File: src/rtl/mem_burst_reader_if.sv
// Output stream bundle of the burst reader.
// Registered data/valid/last toward the consumer, ready back.
interface mem_burst_reader_if #(
    parameter int WIDTH = 8
) ();
    logic [WIDTH-1:0] out_data;
    logic             out_valid;
    logic             out_ready;
    logic             out_last;

    modport master (
        output out_data,
        output out_valid,
        output out_last,
        input  out_ready
    );

    modport slave (
        input  out_data,
        input  out_valid,
        input  out_last,
        output out_ready
    );
endinterface

File: src/rtl/mem_burst_reader.sv
// Burst read engine: walks a comb-read RAM from start_addr for
// length words and emits them on a registered valid/ready stream.
module mem_burst_reader #(
    parameter int WIDTH = 8,
    parameter int DEPTH = 16,
    parameter int ADDR  = $clog2(DEPTH)
) (
    input  logic             clk,
    input  logic             rst_n,
    input  logic             start,
    input  logic [ADDR-1:0]  start_addr,
    input  logic [ADDR:0]    length,
    input  logic             abort,
    output logic             busy,
    output logic             done,
    output logic [ADDR-1:0]  mem_read_addr,
    input  logic [WIDTH-1:0] mem_read_data,
    mem_burst_reader_if.master strm
);
    typedef enum logic {
        IDLE,
        STREAM
    } state_t;

    localparam logic [ADDR:0]   DEPTH_W = (ADDR+1)'(DEPTH);
    localparam logic [ADDR-1:0] LAST_A  = ADDR'(DEPTH - 1);
    localparam logic [ADDR:0]   ONE_W   = (ADDR+1)'(1);

    state_t           state_q, state_d;
    logic [ADDR-1:0]  ptr_q, ptr_d;
    logic [ADDR:0]    cnt_q, cnt_d;
    logic [WIDTH-1:0] data_q, data_d;
    logic             valid_q, valid_d;
    logic             last_q, last_d;
    logic             done_q, done_d;
    logic [ADDR:0]    sa_ext;
    logic             slot_free;

    assign sa_ext    = {1'b0, start_addr};
    assign slot_free = !valid_q || strm.out_ready;

    always_comb begin
        state_d = state_q;
        ptr_d   = ptr_q;
        cnt_d   = cnt_q;
        data_d  = data_q;
        valid_d = valid_q;
        last_d  = last_q;
        done_d  = 1'b0;
        unique case (state_q)
            IDLE: begin
                if (start) begin
                    if (length != '0) begin
                        // Out-of-range start addresses fold back into the RAM
                        if (sa_ext >= DEPTH_W)
                            ptr_d = ADDR'(sa_ext - DEPTH_W);
                        else
                            ptr_d = start_addr;
                        cnt_d   = length;
                        state_d = STREAM;
                    end else begin
                        done_d = 1'b1;
                    end
                end
            end
            STREAM: begin
                if (abort) begin
                    valid_d = 1'b0;
                    last_d  = 1'b0;
                    state_d = IDLE;
                end else if (slot_free) begin
                    if (cnt_q != '0) begin
                        data_d  = mem_read_data;
                        valid_d = 1'b1;
                        last_d  = (cnt_q == ONE_W);
                        ptr_d   = (ptr_q == LAST_A) ? '0 : ptr_q + 1'b1;
                        cnt_d   = cnt_q - ONE_W;
                    end else begin
                        valid_d = 1'b0;
                        last_d  = 1'b0;
                        done_d  = 1'b1;
                        state_d = IDLE;
                    end
                end
            end
            default: state_d = IDLE;
        endcase
    end

    always_ff @(posedge clk or negedge rst_n) begin
        if (!rst_n) begin
            state_q <= IDLE;
            ptr_q   <= '0;
            cnt_q   <= '0;
            data_q  <= '0;
            valid_q <= 1'b0;
            last_q  <= 1'b0;
            done_q  <= 1'b0;
        end else begin
            state_q <= state_d;
            ptr_q   <= ptr_d;
            cnt_q   <= cnt_d;
            data_q  <= data_d;
            valid_q <= valid_d;
            last_q  <= last_d;
            done_q  <= done_d;
        end
    end

    assign busy           = (state_q == STREAM);
    assign done           = done_q;
    assign mem_read_addr  = ptr_q;
    assign strm.out_data  = data_q;
    assign strm.out_valid = valid_q;
    assign strm.out_last  = last_q;
endmodule

File: src/flat_wrapper.sv
// flat-port wrapper written by rule: the top's interface ports become plain ports
module mem_burst_reader_flat 
#(
    parameter int WIDTH = 8,
    parameter int DEPTH = 16,
    parameter int ADDR  = $clog2(DEPTH)
)
  (clk, rst_n, start, start_addr, length, abort, busy, done, mem_read_addr, mem_read_data, strm_out_data, strm_out_valid, strm_out_last, strm_out_ready);
  mem_burst_reader_if #(.WIDTH(WIDTH)) strm_i ();
  input  logic clk;
  input  logic rst_n;
  input  logic start;
  input  logic [ADDR-1:0] start_addr;
  input  logic [ADDR:0] length;
  input  logic abort;
  output logic busy;
  output logic done;
  output logic [ADDR-1:0] mem_read_addr;
  input  logic [WIDTH-1:0] mem_read_data;
  output wire logic [$bits(strm_i.out_data)-1:0] strm_out_data;
  output wire logic [$bits(strm_i.out_valid)-1:0] strm_out_valid;
  output wire logic [$bits(strm_i.out_last)-1:0] strm_out_last;
  input wire logic [$bits(strm_i.out_ready)-1:0] strm_out_ready;
  assign strm_out_data = strm_i.out_data;
  assign strm_out_valid = strm_i.out_valid;
  assign strm_out_last = strm_i.out_last;
  assign strm_i.out_ready = strm_out_ready;
  mem_burst_reader #(.WIDTH(WIDTH), .DEPTH(DEPTH), .ADDR(ADDR)) u_core (.clk(clk), .rst_n(rst_n), .start(start), .start_addr(start_addr), .length(length), .abort(abort), .busy(busy), .done(done), .mem_read_addr(mem_read_addr), .mem_read_data(mem_read_data), .strm(strm_i));
endmodule
File: config.mk
export PLATFORM = sky130hd
export DESIGN_NAME = mem_burst_reader_flat
export DESIGN_NICKNAME = d
export VERILOG_FILES = /design/src/rtl/mem_burst_reader_if.sv /design/src/rtl/mem_burst_reader.sv /design/src/flat_wrapper.sv
export SDC_FILE = /design/constraint.sdc
export NUM_CORES = 1
export LEC_CHECK = 0
export BUFFER_PORTS_ARGS = -buffer_cell sky130_fd_sc_hd__clkbuf_2
export CORE_MARGIN = 2
export CORE_UTILIZATION = 40
export DETAILED_ROUTE_END_ITERATION = 16
export PLACE_DENSITY = 0.72
export SLEW_MARGIN = 30
export SYNTH_ARGS = -nofsm -noshare
export SYNTH_HDL_FRONTEND = slang
export SYNTH_SLANG_ARGS = --single-unit
File: constraint.sdc
create_clock -name clk -period 2.2 [get_ports clk]
set_input_delay 0.44 -clock clk [delete_from_list [all_inputs] [get_ports clk]]
set_output_delay 0.44 -clock clk [all_outputs]
set_load 0.05 [all_outputs]
-- Word-level counts from Yosys, hierarchy flattened
Cells that the tools add are included.
- output and inout port bits: 16
- register bits: 21
- magnitude comparators: 1
- reduce and logical (&&, ||, !) cells: 8
- muxes and demuxes: 31
- eq/ne operators: 7
- $add $sub $neg: 3
- bitwise operators: 2
- operators by type and width (kind ; number):
    2-to-1 mux 4 bit ; 7
    2-to-1 mux 5 bit ; 5
    2-to-1 mux 1 bit ; 15
    case mux 5 bit (2 select lines) ; 1
    nonzero test 5 bit ; 2
    inequality test 2 bit (second input constant) ; 4
    case mux 4 bit (2 select lines) ; 1
    == test 5 x 1 -> 1 bit (second input constant) ; 1
    greater-or-equal comparator 4 x 5 -> 1 bit (second input constant) ; 1
    AND reduction 5 bit ; 1
    subtractor 5 x 1 -> 5 bit (second input constant) ; 1
    adder 4 x 1 -> 4 bit (second input constant) ; 1
    == test 4 bit (second input constant) ; 1
    case mux 1 bit (2 select lines) ; 2
    AND reduction 4 bit ; 1
    subtractor 4 x 1 -> 4 bit (second input constant) ; 1
    inequality test 2 x 1 -> 1 bit (second input constant) ; 1
    inverter 1 bit ; 2
    AND reduction 2 bit ; 1
    nonzero test 2 bit ; 1
    logical NOT 1 bit ; 1
    logical OR 1 bit ; 1

-- Depth between registers and ports, before layout
Gate-level depths: netlist of run 1.
- word-level depth: 6
- depth in mapped cells: 8

-- Worst setup path before layout of run 1
Ideal clock, no wire load.
- path type: register to register
- from: reg u_core.valid_q, in the netlist u_core.strm.out_valid
- to: reg u_core.ptr_q[3], in the netlist u_core.mem_read_addr[3]
- clock period less this slack: 1.986 ns
- setup slack: 0.214 ns
- required time: 2.068 ns
- path buffers: 2
- arrival: 1.854 ns
- cell stages (with the launch flop): 7
- cells stage by stage: dfrtp_1 nor2b_4 buf_6 or3_1 buf_6 a31oi_1 or3b_1
- cells in the longest elaborated chain, start to end: 4
- RTL lines (item ; RTL line ; text):
    start: declaration ; mem_burst_reader.sv:33 ; logic valid_q, valid_d;
    start signal: assignment ; mem_burst_reader.sv:104 ; valid_q <= valid_d;
    logical NOT 1 bit ; mem_burst_reader.sv:40 ; assign slot_free = !valid_q || strm.out_ready;
    logical OR 1 bit ; mem_burst_reader.sv:40 ;
    inequality test 2 bit (no line) ; n/a ;
    AND reduction 5 bit (no line) ; n/a ;
    end signal: assignment ; mem_burst_reader.sv:101 ; ptr_q <= ptr_d;
    end: declaration ; mem_burst_reader.sv:30 ; logic [ADDR-1:0] ptr_q, ptr_d;
No other way between the ends.
A chain may end at the register's enable or synchronous reset.

-- Worst setup path in the final report of run 1
- from: reg u_core.cnt_q[0]
- to: reg u_core.ptr_q[3], in the netlist u_core.mem_read_addr[3]
- cells in the longest elaborated chain, start to end: 3
- RTL lines (item ; RTL line ; text):
    start: declaration ; mem_burst_reader.sv:31 ; logic [ADDR:0] cnt_q, cnt_d;
    start signal: assignment ; mem_burst_reader.sv:102 ; cnt_q <= cnt_d;
    nonzero test 5 bit ; mem_burst_reader.sv:72 ; if (cnt_q != '0) begin
    inequality test 2 bit (no line) ; n/a ;
    AND reduction 5 bit (no line) ; n/a ;
No other way between the ends.

==> flow_summary.html, run 1 <==
<table>
<tr><th>Metric</th><th>Value</th></tr>
<tr><th colspan="2">Finish</th></tr>
<tr><td>Area taken by flip-flops and latches</td><td>525.5 um2</td></tr>
<tr><td>Area of the multi-input gates</td><td>568.0 um2</td></tr>
<tr><td>Growth of design area from synthesis to finish</td><td>23.43%</td></tr>
<tr><td>Highest-count cells in the layout ignoring fill and taps</td><td>sky130_fd_sc_hd__clkbuf_2 (37), sky130_fd_sc_hd__nand2_1 (31), sky130_fd_sc_hd__dfrtp_1 (21)</td></tr>
<tr><td>Share of post-route cells with drive strength above 1</td><td>35.85%</td></tr>
<tr><td>Final antenna diode count</td><td>0</td></tr>
<tr><td>Final-stage net count</td><td>185</td></tr>
<tr><td>Fill cells</td><td>257</td></tr>
<tr><td>Most common library cell in the layout ignoring fill and taps</td><td>sky130_fd_sc_hd__clkbuf_2</td></tr>
<tr><td>Final standard cell utilization of the core</td><td>51.12%</td></tr>
<tr><th colspan="2">Setup path</th></tr>
<tr><td>Largest delay share family, worst path</td><td>simple AND/OR/NAND/NOR gates</td></tr>
<tr><td>Critical path class</td><td>register to register</td></tr>
<tr><td>Startpoint of the worst register-to-register path</td><td>u_core.cnt_q[0]</td></tr>
<tr><td>Highest net fanout along the worst path</td><td>6</td></tr>
<tr><td>Critical path endpoint category</td><td>register</td></tr>
<tr><td>Data required time of the critical path</td><td>2.40 ns</td></tr>
<tr><td>Worst setup path startpoint</td><td>u_core.cnt_q[0]</td></tr>
<tr><td>Number of buffer and inverter stages on the critical path</td><td>1</td></tr>
<tr><td>Startpoint class of the critical path</td><td>register</td></tr>
<tr><td>CP Cell Sequence</td><td>inv_1 -&gt; ha_1 -&gt; nor4b_4 -&gt; or3_4 -&gt; a31oi_1 -&gt; or3b_1</td></tr>
<tr><td>Slowest Stage Delay on Critical Path</td><td>0.42 ns</td></tr>
<tr><td>Slowest cell on crit path</td><td>sky130_fd_sc_hd__or3_4</td></tr>
<tr><td>Data arrival time of the critical path</td><td>2.16 ns</td></tr>
<tr><th colspan="2">Outcome</th></tr>
<tr><td>Status</td><td>completed</td></tr>
<tr><th colspan="2">Global routing</th></tr>
<tr><td>Met2 demand-to-capacity share in global routing</td><td>31.86%</td></tr>
<tr><td>Met3 usage in global routing</td><td>2.494%</td></tr>
<tr><td>Number of antenna violations at the first check in global routing</td><td>0</td></tr>
<tr><td>Busiest layer in global routing</td><td>met2</td></tr>
<tr><td>Global-route wire length before repair</td><td>4.692 mm</td></tr>
<tr><td>Met1 layer usage reported by global route</td><td>22.77%</td></tr>
<tr><td>Global-route congestion overflow total</td><td>0</td></tr>
<tr><td>Vias in the first global route</td><td>1059</td></tr>
<tr><td>Total routing resource utilization after global routing</td><td>18.48%</td></tr>
<tr><td>Largest net degree at the start of global routing</td><td>22</td></tr>
<tr><th colspan="2">CTS</th></tr>
<tr><td>Root buffer selected by CTS</td><td>sky130_fd_sc_hd__clkbuf_4</td></tr>
<tr><td>Clock latency on the worst-skew pair</td><td>0.31 ns</td></tr>
<tr><td>H-Tree Depth</td><td>1</td></tr>
<tr><td>Clock tree from TritonCTS</td><td>built</td></tr>
<tr><td>Clock-pin slew on the worst setup and hold paths</td><td>0.12 ns</td></tr>
<tr><td>Quantity of hold-fixing buffers added after cts</td><td>0</td></tr>
<tr><td>Total clock buffers created by CTS</td><td>3</td></tr>
<tr><td>Clock Sinks</td><td>21</td></tr>
<tr><td>Maximum buffer depth of the clock tree</td><td>2</td></tr>
<tr><th colspan="2">Die</th></tr>
<tr><td>Floorplan die width</td><td>57.21 um</td></tr>
<tr><td>Count of pins on the block boundary</td><td>38</td></tr>
<tr><td>Effective utilization at floorplan</td><td>41.42%</td></tr>
<tr><td>Core box area</td><td>2734 um2</td></tr>
<tr><td>Die Span Y</td><td>57.21 um</td></tr>
<tr><td>Num rows</td><td>19</td></tr>
<tr><td>Die area</td><td>3272 um2</td></tr>
<tr><th colspan="2">Placement</th></tr>
<tr><td>DP Worst Slack</td><td>0.03175 ns</td></tr>
<tr><td>Total half-perimeter wirelength after legalization and detailed placement</td><td>2.120 mm</td></tr>
<tr><td>Final weighted congestion in routability-driven placement</td><td>0.8789</td></tr>
<tr><td>Count of port buffers added during placement</td><td>37</td></tr>
<tr><th colspan="2">Routing</th></tr>
<tr><td>Drt total wl</td><td>2.699 mm</td></tr>
<tr><td>First-pass detailed-route iteration total</td><td>5</td></tr>
<tr><td>Total DRC errors in the routed layout</td><td>0</td></tr>
<tr><td>Initial detailed-routing violation count</td><td>29</td></tr>
<tr><td>Routed via count</td><td>1026</td></tr>
<tr><td>Remaining number of nets flagged by the antenna check after routing</td><td>0</td></tr>
<tr><td>Routed len/inst</td><td>14.21 um</td></tr>
<tr><td>Vias per std cell</td><td>5.400</td></tr>
<tr><th colspan="2">Logic synthesis</th></tr>
<tr><td>Number of warning messages in the yosys log</td><td>0</td></tr>
<tr><td>Number of register bits inferred by synthesis</td><td>21</td></tr>
<tr><td>Number of instances in the synthesized netlist</td><td>118</td></tr>
<tr><td>Post-synth net total</td><td>143</td></tr>
<tr><td>Average cell area after synthesis</td><td>9.596 um2</td></tr>
<tr><td>Post-synthesis cell area</td><td>1132 um2</td></tr>
<tr><td>Sequential share of the synthesized area</td><td>46.41%</td></tr>
<tr><td>Count of cell types in the netlist</td><td>40</td></tr>
<tr><th colspan="2">Pwr</th></tr>
<tr><td>Fraction of power spent switching nets</td><td>52.61%</td></tr>
<tr><td>Logic gate share of total power</td><td>55.4%</td></tr>
<tr><td>Maximum vdd ir drop</td><td>857.3 uV</td></tr>
<tr><td>Final Total Pwr</td><td>2.067 mW</td></tr>
<tr><td>Power Dens Cells</td><td>1479 nW/um2</td></tr>
<tr><td>Internal power component</td><td>0.9797 mW</td></tr>
<tr><td>Share of total power in the clock network</td><td>9.0%</td></tr>
<tr><td>Seq pwr share</td><td>35.6%</td></tr>
<tr><td>Standby leakage power</td><td>0.7136 nW</td></tr>
<tr><td>Switching power summed over all nets</td><td>1.087 mW</td></tr>
<tr><th colspan="2">Timing</th></tr>
<tr><td>Number of pins exceeding their max-slew limit in the final report</td><td>0</td></tr>
<tr><td>Maximum clock frequency</td><td>510.0 MHz</td></tr>
<tr><td>Post-Route Hold Slack</td><td>0.07807 ns</td></tr>
<tr><td>Least setup slack across all paths after layout</td><td>0.2394 ns</td></tr>
<tr><td>RSZ-0062 raised after global routing</td><td>false</td></tr>
<tr><td>Clock skew after layout</td><td>0.003833 ns</td></tr>
<tr><td>Normalized max-slew margin</td><td>59.63%</td></tr>
<tr><td>Final critical path time including I/O delays and setup</td><td>1.961 ns</td></tr>
<tr><td># setup viols final</td><td>0</td></tr>
<tr><td>Setup tns final</td><td>0 ns</td></tr>
<tr><td>Period utilization</td><td>89.12%</td></tr>
<tr><td>Transition time of the tightest slew-check pin</td><td>0.6023 ns</td></tr>
<tr><td>Final hold vios</td><td>0</td></tr>
<tr><th colspan="2">Hold path</th></tr>
<tr><td>Type of the most critical hold path</td><td>input port to asynchronous set/reset pin</td></tr>
<tr><th colspan="2">Run</th></tr>
<tr><td>Number of max-cap violations</td><td>0</td></tr>
</table>
Yosys cell counts:
master	n	share of area, %
sky130_fd_sc_hd__nand2_1	31	10
sky130_fd_sc_hd__dfrtp_1	21	46
sky130_fd_sc_hd__nor2_1	7	2.3
sky130_fd_sc_hd__o21ai_0	7	3.1
sky130_fd_sc_hd__nand3_1	4	1.8
sky130_fd_sc_hd__nor3_1	4	1.8
sky130_fd_sc_hd__buf_6	3	3.0
sky130_fd_sc_hd__ha_1	3	3.3
sky130_fd_sc_hd__inv_1	3	0.99
sky130_fd_sc_hd__nor4_1	3	1.7
sky130_fd_sc_hd__a31oi_1	2	1.1
sky130_fd_sc_hd__mux2i_1	2	1.8
sky130_fd_sc_hd__a21o_1	1	0.66
sky130_fd_sc_hd__a21oi_1	1	0.44
sky130_fd_sc_hd__a221oi_2	1	1.3
sky130_fd_sc_hd__a2bb2oi_1	1	0.77
sky130_fd_sc_hd__a311oi_1	1	0.77
sky130_fd_sc_hd__a32o_1	1	0.88
sky130_fd_sc_hd__and2_4	1	0.77
sky130_fd_sc_hd__and4_1	1	0.77
sky130_fd_sc_hd__buf_2	1	0.44
sky130_fd_sc_hd__clkbuf_1	1	0.33
sky130_fd_sc_hd__clkinv_1	1	0.33
sky130_fd_sc_hd__mux2_4	1	1.3
sky130_fd_sc_hd__nand2_4	1	0.99
sky130_fd_sc_hd__nand2b_1	1	0.55
sky130_fd_sc_hd__nand3b_1	1	0.66
sky130_fd_sc_hd__nor2b_4	1	1.2
sky130_fd_sc_hd__nor3b_1	1	0.66
sky130_fd_sc_hd__nor4b_2	1	1.3
sky130_fd_sc_hd__o211ai_1	1	0.66
sky130_fd_sc_hd__o211ai_2	1	1.1
sky130_fd_sc_hd__o221a_1	1	0.99
sky130_fd_sc_hd__o221a_2	1	0.99
sky130_fd_sc_hd__o22a_1	1	0.77
sky130_fd_sc_hd__o2bb2ai_1	1	0.77
sky130_fd_sc_hd__or3_1	1	0.55
sky130_fd_sc_hd__or3b_1	1	0.77
sky130_fd_sc_hd__or4_1	1	0.66
sky130_fd_sc_hd__or4_4	1	0.99
through the flow:
stage,instances,cell area (um2)
after CTS,190,1384
after floorplan,118,1132
after global placement,186,1351
after global routing,190,1398
after detailed placement,186,1351
final,190,1398
logic make-up (layout without fill, tap and decap cells):
logic type               count (synthesis)  after routing  synth area share [%]
AND/OR/NAND/NOR                         61             61                 27.74
AO/OA/AOI/OAI                           21             21                 14.36
flip-flops                              21             21                 46.41
buffers and inverters                    9             50                 5.082
adder cells (fa/ha/maj)                  3              3                 3.315
multiplexers                             3              3                 3.094
path summary, 6_finish.rpt:
| kind | end | slack [ns] | cells past startpoint |
|---|---|---|---|
| setup / recovery | u_core.mem_read_addr[3] | 0.24 | 6 |
| hold / removal | u_core.mem_read_addr[0] | 0.08 | 1 |
| setup reg to reg | u_core.mem_read_addr[3] | 0.24 | 6 |
| hold reg to reg | u_core.strm.out_data[1] | 0.50 | 2 |
| max in group asynchronous | u_core.busy | 1.77 | 1 |
| min in group clk | u_core.strm.out_data[6] | 0.32 | 3 |
sequential cells by signal, summed over array words and instances (netlist names):
signal / flops
u_core.strm.out_data: 8
u_core.cnt_q: 5
u_core.mem_read_addr: 4
u_core.busy: 1
u_core.done: 1
u_core.strm.out_last: 1
u_core.strm.out_valid: 1
what timing repair did:
action                                 CTS  global route
buffers inserted                         0             0
gates cloned                             0             0
endpoints found under the hold margin    0             0
setup endpoints to repair                1             2
resized for setup                        1             2
per-layer routing:
metal	up-vias	wire, um
met5	-	0
met4	0	78
met3	11	154
met2	43	1326
met1	474	1140
li1	498	-
power by group through the flow:
stage               sequential [mW]  clock [mW]  combinational (mW)
global route                  0.764       0.212                1.24
CTS                           0.726       0.195                1.14
global placement              0.714           0                1.11
detailed placement            0.726           0                1.14
floorplan                      1.14           0               0.443
finish                        0.736       0.186                1.15
final cells by class:
cell class | count | share of cell area [%]
clock inverter | 1 | 0.3581
clock buffer | 3 | 1.611
sequential | 21 | 37.60
tap | 31 | 2.775
inverter | 4 | 1.074
multi-input combinational | 88 | 40.64
timing repair buffer | 42 | 15.94
Note: power is estimated with default switching activity, not from simulation.
==> run 2, diff against run 1 <==
BUFFER_PORTS_ARGS = unset   (was -buffer_cell sky130_fd_sc_hd__clkbuf_2)
CORE_UTILIZATION = 60   (was 40)
DONT_BUFFER_PORTS = 1   (was unset)
PLACE_DENSITY = 0.82   (was 0.72)
clock period = 1.9 ns   (was 2.2 ns; I/O delays follow)
==> run 2 against run 1 <==
The flow now finishes with violations (negative hold slack). Worst hold slack worse by 0.082 ns. Die area fell by 31%. Final area is 6.4% lower. Non-clock buffer count is 23 lower. Clock power grew 17%. Final cell count is 15% lower. Critical path depth did not move. Setup slack worse by 0.16 ns. Global-route usage rose by 7.5 points. Largest cell class unchanged. Highest routed layer unchanged.
==> flow_summary.html, run 2 (synthesized netlist as in run 1, its figures left out) <==
<table>
<tr><th>Metric</th><th>Value</th></tr>
<tr><th colspan="2">CTS</th></tr>
<tr><td>Clock-pin slew on the worst setup and hold paths</td><td>0.12 ns (about the same)</td></tr>
<tr><td>Root buffer selected by CTS</td><td>sky130_fd_sc_hd__clkbuf_4</td></tr>
<tr><td>Clock Sinks</td><td>21 (unchanged)</td></tr>
<tr><td>Maximum buffer depth of the clock tree</td><td>2 (unchanged)</td></tr>
<tr><td>Clock latency on the worst-skew pair</td><td>0.31 ns (about the same)</td></tr>
<tr><td>Total clock buffers created by CTS</td><td>3 (unchanged)</td></tr>
<tr><td>Clock tree from TritonCTS</td><td>built</td></tr>
<tr><td>H-Tree Depth</td><td>1 (unchanged)</td></tr>
<tr><th colspan="2">Outcome</th></tr>
<tr><td>Status</td><td>finished with violations</td></tr>
<tr><td>Violated checks</td><td>negative hold slack</td></tr>
<tr><th colspan="2">Finish</th></tr>
<tr><td>Share of post-route cells with drive strength above 1</td><td>27.21% (-8.6 points)</td></tr>
<tr><td>Flip-flop count of the largest register, all copies and words added</td><td>8 (unchanged)</td></tr>
<tr><td>Area of all placed cells without fillers</td><td>1308 um2 (-6.4%)</td></tr>
<tr><td>Growth of design area from synthesis to finish</td><td>15.47%</td></tr>
<tr><td>Fill cells</td><td>139 (-46%)</td></tr>
<tr><td>Final-stage net count</td><td>162 (-12%)</td></tr>
<tr><td>Final standard cell utilization of the core</td><td>74.91% (+24 points)</td></tr>
<tr><td>Final antenna diode count</td><td>0 (unchanged)</td></tr>
<tr><td>Highest-count cells in the layout ignoring fill and taps</td><td>sky130_fd_sc_hd__nand2_1 (31), sky130_fd_sc_hd__dfrtp_1 (19), sky130_fd_sc_hd__buf_4 (18)</td></tr>
<tr><td>Most common library cell in the layout ignoring fill and taps</td><td>sky130_fd_sc_hd__nand2_1</td></tr>
<tr><th colspan="2">Pwr</th></tr>
<tr><td>Standby leakage power</td><td>0.6175 nW (-13%)</td></tr>
<tr><td>Maximum vdd ir drop</td><td>1008 uV (+18%)</td></tr>
<tr><td>Power Dens Cells</td><td>1867 nW/um2 (+26%)</td></tr>
<tr><th colspan="2">Die</th></tr>
<tr><td>Effective utilization at floorplan</td><td>64.87% (+23 points)</td></tr>
<tr><td>Die Span Y</td><td>47.44 um (-17%)</td></tr>
<tr><td>Core box area</td><td>1745 um2 (-36%)</td></tr>
<tr><td>Count of pins on the block boundary</td><td>38 (unchanged)</td></tr>
<tr><td>Die area</td><td>2251 um2 (-31%)</td></tr>
<tr><td>Floorplan die width</td><td>47.44 um (-17%)</td></tr>
<tr><td>Num rows</td><td>15 (-4)</td></tr>
<tr><th colspan="2">Timing</th></tr>
<tr><td>Number of pins exceeding their max-slew limit in the final report</td><td>0 (unchanged)</td></tr>
<tr><td>Post-Route Hold Slack</td><td>-0.003825 ns (-0.08189 ns)</td></tr>
<tr><td>Final critical path time including I/O delays and setup</td><td>1.821 ns (-0.1392 ns)</td></tr>
<tr><td>Transition time of the tightest slew-check pin</td><td>0.5148 ns (-0.08748 ns)</td></tr>
<tr><td>Clock skew after layout</td><td>0.001216 ns (-0.002617 ns)</td></tr>
<tr><td>Maximum clock frequency</td><td>549.0 MHz (+7.6%)</td></tr>
<tr><td>Setup tns final</td><td>0 ns (unchanged)</td></tr>
<tr><td>Normalized max-slew margin</td><td>65.68% (+6.1 points)</td></tr>
<tr><td>Final hold vios</td><td>9 (+9)</td></tr>
<tr><td># setup viols final</td><td>0 (unchanged)</td></tr>
<tr><td>RSZ-0062 raised after global routing</td><td>false</td></tr>
<tr><td>Period utilization</td><td>95.87% (+6.7 points)</td></tr>
<tr><th colspan="2">Run</th></tr>
<tr><td>Number of max-cap violations</td><td>0 (unchanged)</td></tr>
<tr><th colspan="2">Hold path</th></tr>
<tr><td>Type of the most critical hold path</td><td>input port to asynchronous set/reset pin</td></tr>
<tr><th colspan="2">Routing</th></tr>
<tr><td>Routed via count</td><td>987 (-3.8%)</td></tr>
<tr><td>Total DRC errors in the routed layout</td><td>0 (unchanged)</td></tr>
<tr><td>Routed len/inst</td><td>16.60 um (+17%)</td></tr>
<tr><td>Vias per std cell</td><td>6.130 (+14%)</td></tr>
<tr><td>First-pass detailed-route iteration total</td><td>4 (-1)</td></tr>
<tr><td>Drt total wl</td><td>2.672 mm (-1.0%)</td></tr>
<tr><td>Remaining number of nets flagged by the antenna check after routing</td><td>0 (unchanged)</td></tr>
<tr><td>Initial detailed-routing violation count</td><td>19 (-34%)</td></tr>
<tr><th colspan="2">Global routing</th></tr>
<tr><td>Global-route wire length before repair</td><td>3.891 mm (-17%)</td></tr>
<tr><td>Largest net degree at the start of global routing</td><td>22 (unchanged)</td></tr>
<tr><td>Global-route congestion overflow total</td><td>0 (unchanged)</td></tr>
<tr><td>Number of antenna violations at the first check in global routing</td><td>0 (unchanged)</td></tr>
<tr><td>Vias in the first global route</td><td>873 (-18%)</td></tr>
<tr><td>Total routing resource utilization after global routing</td><td>25.97% (+7.5 points)</td></tr>
<tr><th colspan="2">Placement</th></tr>
<tr><td>Count of port buffers added during placement</td><td>0 (-100%)</td></tr>
<tr><td>Post-Place Cell Area</td><td>1261 um2 (-6.7%)</td></tr>
<tr><td>Total half-perimeter wirelength after legalization and detailed placement</td><td>2.022 mm (-4.6%)</td></tr>
<tr><td>Final weighted congestion in routability-driven placement</td><td>0.8762 (-0.31%)</td></tr>
<tr><th colspan="2">Setup path</th></tr>
<tr><td>Data arrival time of the critical path</td><td>2.02 ns (-0.14 ns)</td></tr>
<tr><td>Highest net fanout along the worst path</td><td>7 (+1)</td></tr>
<tr><td>Critical path class</td><td>register to register</td></tr>
<tr><td>Startpoint class of the critical path</td><td>register</td></tr>
<tr><td>Critical path endpoint category</td><td>register</td></tr>
<tr><td>Data required time of the critical path</td><td>2.10 ns (-0.30 ns)</td></tr>
<tr><td>Internal reg-to-reg setup slack</td><td>0.08 ns (-0.16 ns)</td></tr>
</table>
## run 2: metal layers
metal / routed length, um / share of wire, % / global-route usage [%] / vias to the layer above
met5: 0 / 0 / 0 / -
met4: 53 / 2.0 / 13.33 / 0
met3: 158 / 5.9 / 3.774 / 6
met2: 1316 / 49 / 41.89 / 50
met1: 1143 / 43 / 33.98 / 471
li1: - / - / - / 460
## run 2: layout make-up
type | instances | area, um2 | area share, %
clock buffer | 3 | 22.52 | 1.722
timing repair buffer | 19 | 140.1 | 10.72
clock inverter | 1 | 5.005 | 0.3828
sequential | 21 | 528.0 | 40.38
inverter | 4 | 15.01 | 1.148
tap | 25 | 31.28 | 2.392
multi-input combinational | 88 | 565.5 | 43.25
## run 2: critical path: stages, from the launching register on
cell	delay, ns
sky130_fd_sc_hd__dfrtp_1	0.40
sky130_fd_sc_hd__inv_2	0.06
sky130_fd_sc_hd__ha_2	0.17
sky130_fd_sc_hd__nor4b_4	0.13
sky130_fd_sc_hd__or3_4	0.45
sky130_fd_sc_hd__a31oi_1	0.16
sky130_fd_sc_hd__or3b_1	0.35
## run 2: power by group
group          switching [mW]  internal (mW)
combinational           0.617          0.451
clock                   0.139         0.0786
sequential              0.515          0.639
total                    1.27           1.17
## run 2: repair_timing
item / in CTS / in global routing
hold endpoints to repair: 21 / 0
setup endpoints to repair: 1 / 1
pin swaps: 0 / 2
hold buffers: 1 / 0
resized for setup: 1 / 2
buffers inserted: 0 / 0
## run 2: final timing paths
check                                          end               startpoint  depth (start not counted)
setup reg to reg           u_core.mem_read_addr[3]          u_core.cnt_q[1]                          6
min in group clk              u_core.strm.out_last                    abort                          1
setup / recovery           u_core.mem_read_addr[3]          u_core.cnt_q[1]                          6
hold reg to reg            u_core.mem_read_addr[1]  u_core.mem_read_addr[1]                          2
hold / removal                u_core.strm.out_last                    rst_n                          1
max in group asynchronous    u_core.strm.out_valid                    rst_n                          1
## run 2: stage by stage
stage	hold slack [ns]	setup WS (ns)	total power, mW	std cells
floorplan	0.08441	0.01031	1.835	118
global placement	0.08491	0.07471	2.106	156
detailed placement	0.08495	0.001126	2.176	156
CTS	0.1504	0.06858	2.409	161
global route	0.01382	0.02274	2.580	161
finish	-0.003825	0.07850	2.441	161
==> run 3, diff against run 2 <==
BUFFER_PORTS_ARGS = -buffer_cell sky130_fd_sc_hd__clkbuf_2   (was unset)
CORE_UTILIZATION = 44   (was 60)
DONT_BUFFER_PORTS = unset   (was 1)
PLACE_DENSITY = 0.8   (was 0.82)
clock period = 1.5 ns   (was 1.9 ns; I/O delays follow)
==> run 3 against run 2 <==
Via count grew 24%. Sequential cell count stayed put. Sequential share of layout area is 11 points lower. The flow finishes with violations (negative setup slack). Total power rose by 53%. Critical endpoint is now u_core.mem_read_addr[0]. Final cell count grew 39%. Clock skew increased by 0.0047 ns.
==> flow_summary.html, run 3 (synthesized netlist as in run 1, its figures left out) <==
<table>
<tr><th>Metric</th><th>Value</th></tr>
<tr><th colspan="2">Setup path</th></tr>
<tr><td>CP Cell Sequence</td><td>inv_2 -&gt; ha_4 -&gt; nor4b_4 -&gt; or3_4 -&gt; buf_4 -&gt; nand2_4 -&gt; mux2_4</td></tr>
<tr><td>Reg2Reg Capture Point</td><td>u_core.mem_read_addr[0]</td></tr>
<tr><td>Slowest cell on crit path</td><td>sky130_fd_sc_hd__dfrtp_1</td></tr>
<tr><td>Startpoint class of the critical path</td><td>register</td></tr>
<tr><td>Data arrival time of the critical path</td><td>1.96 ns (-0.06 ns)</td></tr>
<tr><td>Internal reg-to-reg setup slack</td><td>-0.26 ns (-0.34 ns)</td></tr>
<tr><td>Number of buffer and inverter stages on the critical path</td><td>2 (+1)</td></tr>
<tr><td>Worst-case reg-to-reg path depth</td><td>7 (+1)</td></tr>
<tr><td>Slowest Stage Delay on Critical Path</td><td>0.39 ns (-0.06 ns)</td></tr>
<tr><td>Critical path endpoint category</td><td>register</td></tr>
<tr><td>Data required time of the critical path</td><td>1.71 ns (-0.39 ns)</td></tr>
<tr><td>Largest delay share family, worst path</td><td>simple AND/OR/NAND/NOR gates</td></tr>
<tr><td>Critical path class</td><td>register to register</td></tr>
<tr><td>Highest net fanout along the worst path</td><td>4 (-3)</td></tr>
<tr><td>Startpoint of the worst register-to-register path</td><td>u_core.cnt_q[1]</td></tr>
<tr><th colspan="2">Global routing</th></tr>
<tr><td>Global-route congestion overflow total</td><td>0 (unchanged)</td></tr>
<tr><td>Number of antenna violations at the first check in global routing</td><td>0 (unchanged)</td></tr>
<tr><td>Largest net degree at the start of global routing</td><td>22 (unchanged)</td></tr>
<tr><td>Vias in the first global route</td><td>1090 (+25%)</td></tr>
<tr><td>Total routing resource utilization after global routing</td><td>24.37% (-1.6 points)</td></tr>
<tr><td>Global-route wire length before repair</td><td>5.002 mm (+29%)</td></tr>
<tr><th colspan="2">Finish</th></tr>
<tr><td>Growth of design area from synthesis to finish</td><td>56.68%</td></tr>
<tr><td>Flip-flop count of the largest register, all copies and words added</td><td>8 (unchanged)</td></tr>
<tr><td>Post-route insts no fill</td><td>223 (+39%)</td></tr>
<tr><td>Share of post-route cells with drive strength above 1</td><td>55.44% (+28 points)</td></tr>
<tr><td>Highest-count cells in the layout ignoring fill and taps</td><td>sky130_fd_sc_hd__clkbuf_2 (36), sky130_fd_sc_hd__buf_4 (33), sky130_fd_sc_hd__nand2_1 (24)</td></tr>
<tr><td>Final-stage net count</td><td>219 (+35%)</td></tr>
<tr><td>Area of all placed cells without fillers</td><td>1774 um2 (+36%)</td></tr>
<tr><td>Fill cells</td><td>155 (+12%)</td></tr>
<tr><td>Most common library cell in the layout ignoring fill and taps</td><td>sky130_fd_sc_hd__clkbuf_2</td></tr>
<tr><td>Final antenna diode count</td><td>0 (unchanged)</td></tr>
<tr><th colspan="2">CTS</th></tr>
<tr><td>Clock Sinks</td><td>21 (unchanged)</td></tr>
<tr><td>Total clock buffers created by CTS</td><td>3 (unchanged)</td></tr>
<tr><td>Clock tree from TritonCTS</td><td>built</td></tr>
<tr><td>Root buffer selected by CTS</td><td>sky130_fd_sc_hd__clkbuf_4</td></tr>
<tr><td>Clock-pin slew on the worst setup and hold paths</td><td>0.12 ns (about the same)</td></tr>
<tr><td>Maximum buffer depth of the clock tree</td><td>2 (unchanged)</td></tr>
<tr><td>Clock latency on the worst-skew pair</td><td>0.31 ns (about the same)</td></tr>
<tr><td>H-Tree Depth</td><td>1 (unchanged)</td></tr>
<tr><th colspan="2">Routing</th></tr>
<tr><td>Remaining number of nets flagged by the antenna check after routing</td><td>0 (unchanged)</td></tr>
<tr><td>Total DRC errors in the routed layout</td><td>0 (unchanged)</td></tr>
<tr><td>Initial detailed-routing violation count</td><td>38 (+19)</td></tr>
<tr><td>Routed len/inst</td><td>15.23 um (-8.2%)</td></tr>
<tr><td>First-pass detailed-route iteration total</td><td>4 (unchanged)</td></tr>
<tr><td>Vias per std cell</td><td>5.489 (-10%)</td></tr>
<tr><td>Drt total wl</td><td>3.397 mm (+27%)</td></tr>
<tr><td>Routed via count</td><td>1224 (+24%)</td></tr>
<tr><th colspan="2">Timing</th></tr>
<tr><td>Number of pins exceeding their max-slew limit in the final report</td><td>0 (unchanged)</td></tr>
<tr><td>Final hold vios</td><td>0 (-9)</td></tr>
<tr><td>Setup tns final</td><td>-2.769 ns (-2.769 ns)</td></tr>
<tr><td>Normalized max-slew margin</td><td>65.02% (-0.66 points)</td></tr>
<tr><td># setup viols final</td><td>19 (+19)</td></tr>
<tr><td>Least setup slack across all paths after layout</td><td>-0.2589 ns (-0.3374 ns)</td></tr>
<tr><td>Period utilization</td><td>117.3% (+21 points)</td></tr>
<tr><td>Clock skew after layout</td><td>0.005885 ns (+0.004670 ns)</td></tr>
<tr><td>Maximum clock frequency</td><td>568.5 MHz (+3.6%)</td></tr>
<tr><td>Final critical path time including I/O delays and setup</td><td>1.759 ns (-0.06259 ns)</td></tr>
<tr><td>RSZ-0062 raised after global routing</td><td>true</td></tr>
<tr><td>Transition time of the tightest slew-check pin</td><td>0.5247 ns (+0.009892 ns)</td></tr>
<tr><td>Post-Route Hold Slack</td><td>0.1777 ns (+0.1816 ns)</td></tr>
<tr><th colspan="2">Placement</th></tr>
<tr><td>Final weighted congestion in routability-driven placement</td><td>0.8914 (+1.7%)</td></tr>
<tr><td>Total half-perimeter wirelength after legalization and detailed placement</td><td>2.328 mm (+15%)</td></tr>
<tr><td>Placed Cells</td><td>206 (+32%)</td></tr>
<tr><td>Count of port buffers added during placement</td><td>37 (+37)</td></tr>
<tr><td>Post-Place Cell Area</td><td>1530 um2 (+21%)</td></tr>
<tr><th colspan="2">Hold path</th></tr>
<tr><td>Hold depth</td><td>3</td></tr>
<tr><td>Startpoint of the lowest-slack hold path</td><td>mem_read_data[4]</td></tr>
<tr><td>Endpoint, Worst Hold</td><td>u_core.strm.out_data[4]</td></tr>
<tr><td>Type of the most critical hold path</td><td>input port to register</td></tr>
<tr><th colspan="2">Die</th></tr>
<tr><td>Num rows</td><td>18 (+3)</td></tr>
<tr><td>Count of pins on the block boundary</td><td>38 (unchanged)</td></tr>
<tr><td>Floorplan die width</td><td>54.73 um (+15%)</td></tr>
<tr><td>Effective utilization at floorplan</td><td>46.13% (-19 points)</td></tr>
<tr><td>Core box area</td><td>2455 um2 (+41%)</td></tr>
<tr><td>Die area</td><td>2995 um2 (+33%)</td></tr>
<tr><td>Die Span Y</td><td>54.73 um (+15%)</td></tr>
<tr><th colspan="2">Pwr</th></tr>
<tr><td>Standby leakage power</td><td>0.8997 nW (+46%)</td></tr>
<tr><td>Power Dens Cells</td><td>2108 nW/um2 (+13%)</td></tr>
<tr><td>Maximum vdd ir drop</td><td>1702 uV (+69%)</td></tr>
<tr><th colspan="2">Run</th></tr>
<tr><td>Number of max-cap violations</td><td>0 (unchanged)</td></tr>
<tr><th colspan="2">Outcome</th></tr>
<tr><td>Status</td><td>finished with violations</td></tr>
<tr><td>Violated checks</td><td>negative setup slack</td></tr>
</table>
run 3: metal layers:
metal | global-route usage, % | part of all wire [%]
met5 | 0 | 0
met1 | 30.62 | 38
met4 | 13.33 | 3.5
met2 | 39.09 | 52
met3 | 4.645 | 6.6
run 3: layout make-up:
class | count | area (um2) | area share (%)
timing repair buffer | 76 | 531.8 | 29.97
inverter | 4 | 15.01 | 0.8463
clock buffer | 3 | 22.52 | 1.269
sequential | 21 | 528.0 | 29.76
multi-input combinational | 88 | 634.4 | 35.75
clock inverter | 1 | 5.005 | 0.2821
tap | 30 | 37.54 | 2.116
run 3: worst max-delay path by stage:
| stage | from | endpoint | depth (start not counted) |
|---|---|---|---|
| 2_1_floorplan | u_core.strm.out_valid | u_core.mem_read_addr[3] | 6 |
| 3_3_place_gp | length[4] | u_core.mem_read_addr[3] | 5 |
| 3_5_place_dp | u_core.cnt_q[0] | u_core.cnt_q[4] | 7 |
| 4_1_cts | u_core.cnt_q[0] | u_core.mem_read_addr[3] | 6 |
| 5_1_grt | u_core.cnt_q[1] | u_core.cnt_q[4] | 7 |
| 6_report | u_core.cnt_q[1] | u_core.mem_read_addr[0] | 7 |
run 3: what timing repair did:
action | CTS | global route
pin swaps | 15 | 6
gates resized for setup | 25 | 8
gates cloned | 1 | 0
buffers inserted | 4 | 9
setup endpoints to repair | 20 | 20
hold buffers | 1 | 0
hold endpoints to repair | 21 | 0
run 3: per-stage QoR:
stage | power (mW) | util, % | worst slack, ns
4_1_cts | 3.578 | 69.11 | -0.2412
5_1_grt | 3.976 | 72.27 | -0.3115
2_1_floorplan | 2.375 | - | -0.3256
6_report | 3.740 | 72.27 | -0.2589
3_3_place_gp | 3.017 | 62.33 | -0.2978
3_5_place_dp | 3.091 | 62.33 | -0.3652
run 3: worst register-to-register path: cells and delay by family, from the launching register on:
| family | cells | cell delay [ns] |
|---|---|---|
| AND/OR/NAND/NOR | 3 | 0.58 |
| flip-flops | 1 | 0.39 |
| adder cells (fa/ha/maj) | 1 | 0.16 |
| buffers and inverters | 2 | 0.22 |
| multiplexers | 1 | 0.31 |
run 3: where the power goes:
| group | switching [mW] | total (mW) | internal [mW] |
|---|---|---|---|
| combinational | 1.45 | 2.45 | 0.999 |
| sequential | 0.204 | 1.02 | 0.817 |
| clock | 0.174 | 0.273 | 0.0996 |
| total | 1.82 | 3.74 | 1.92 |
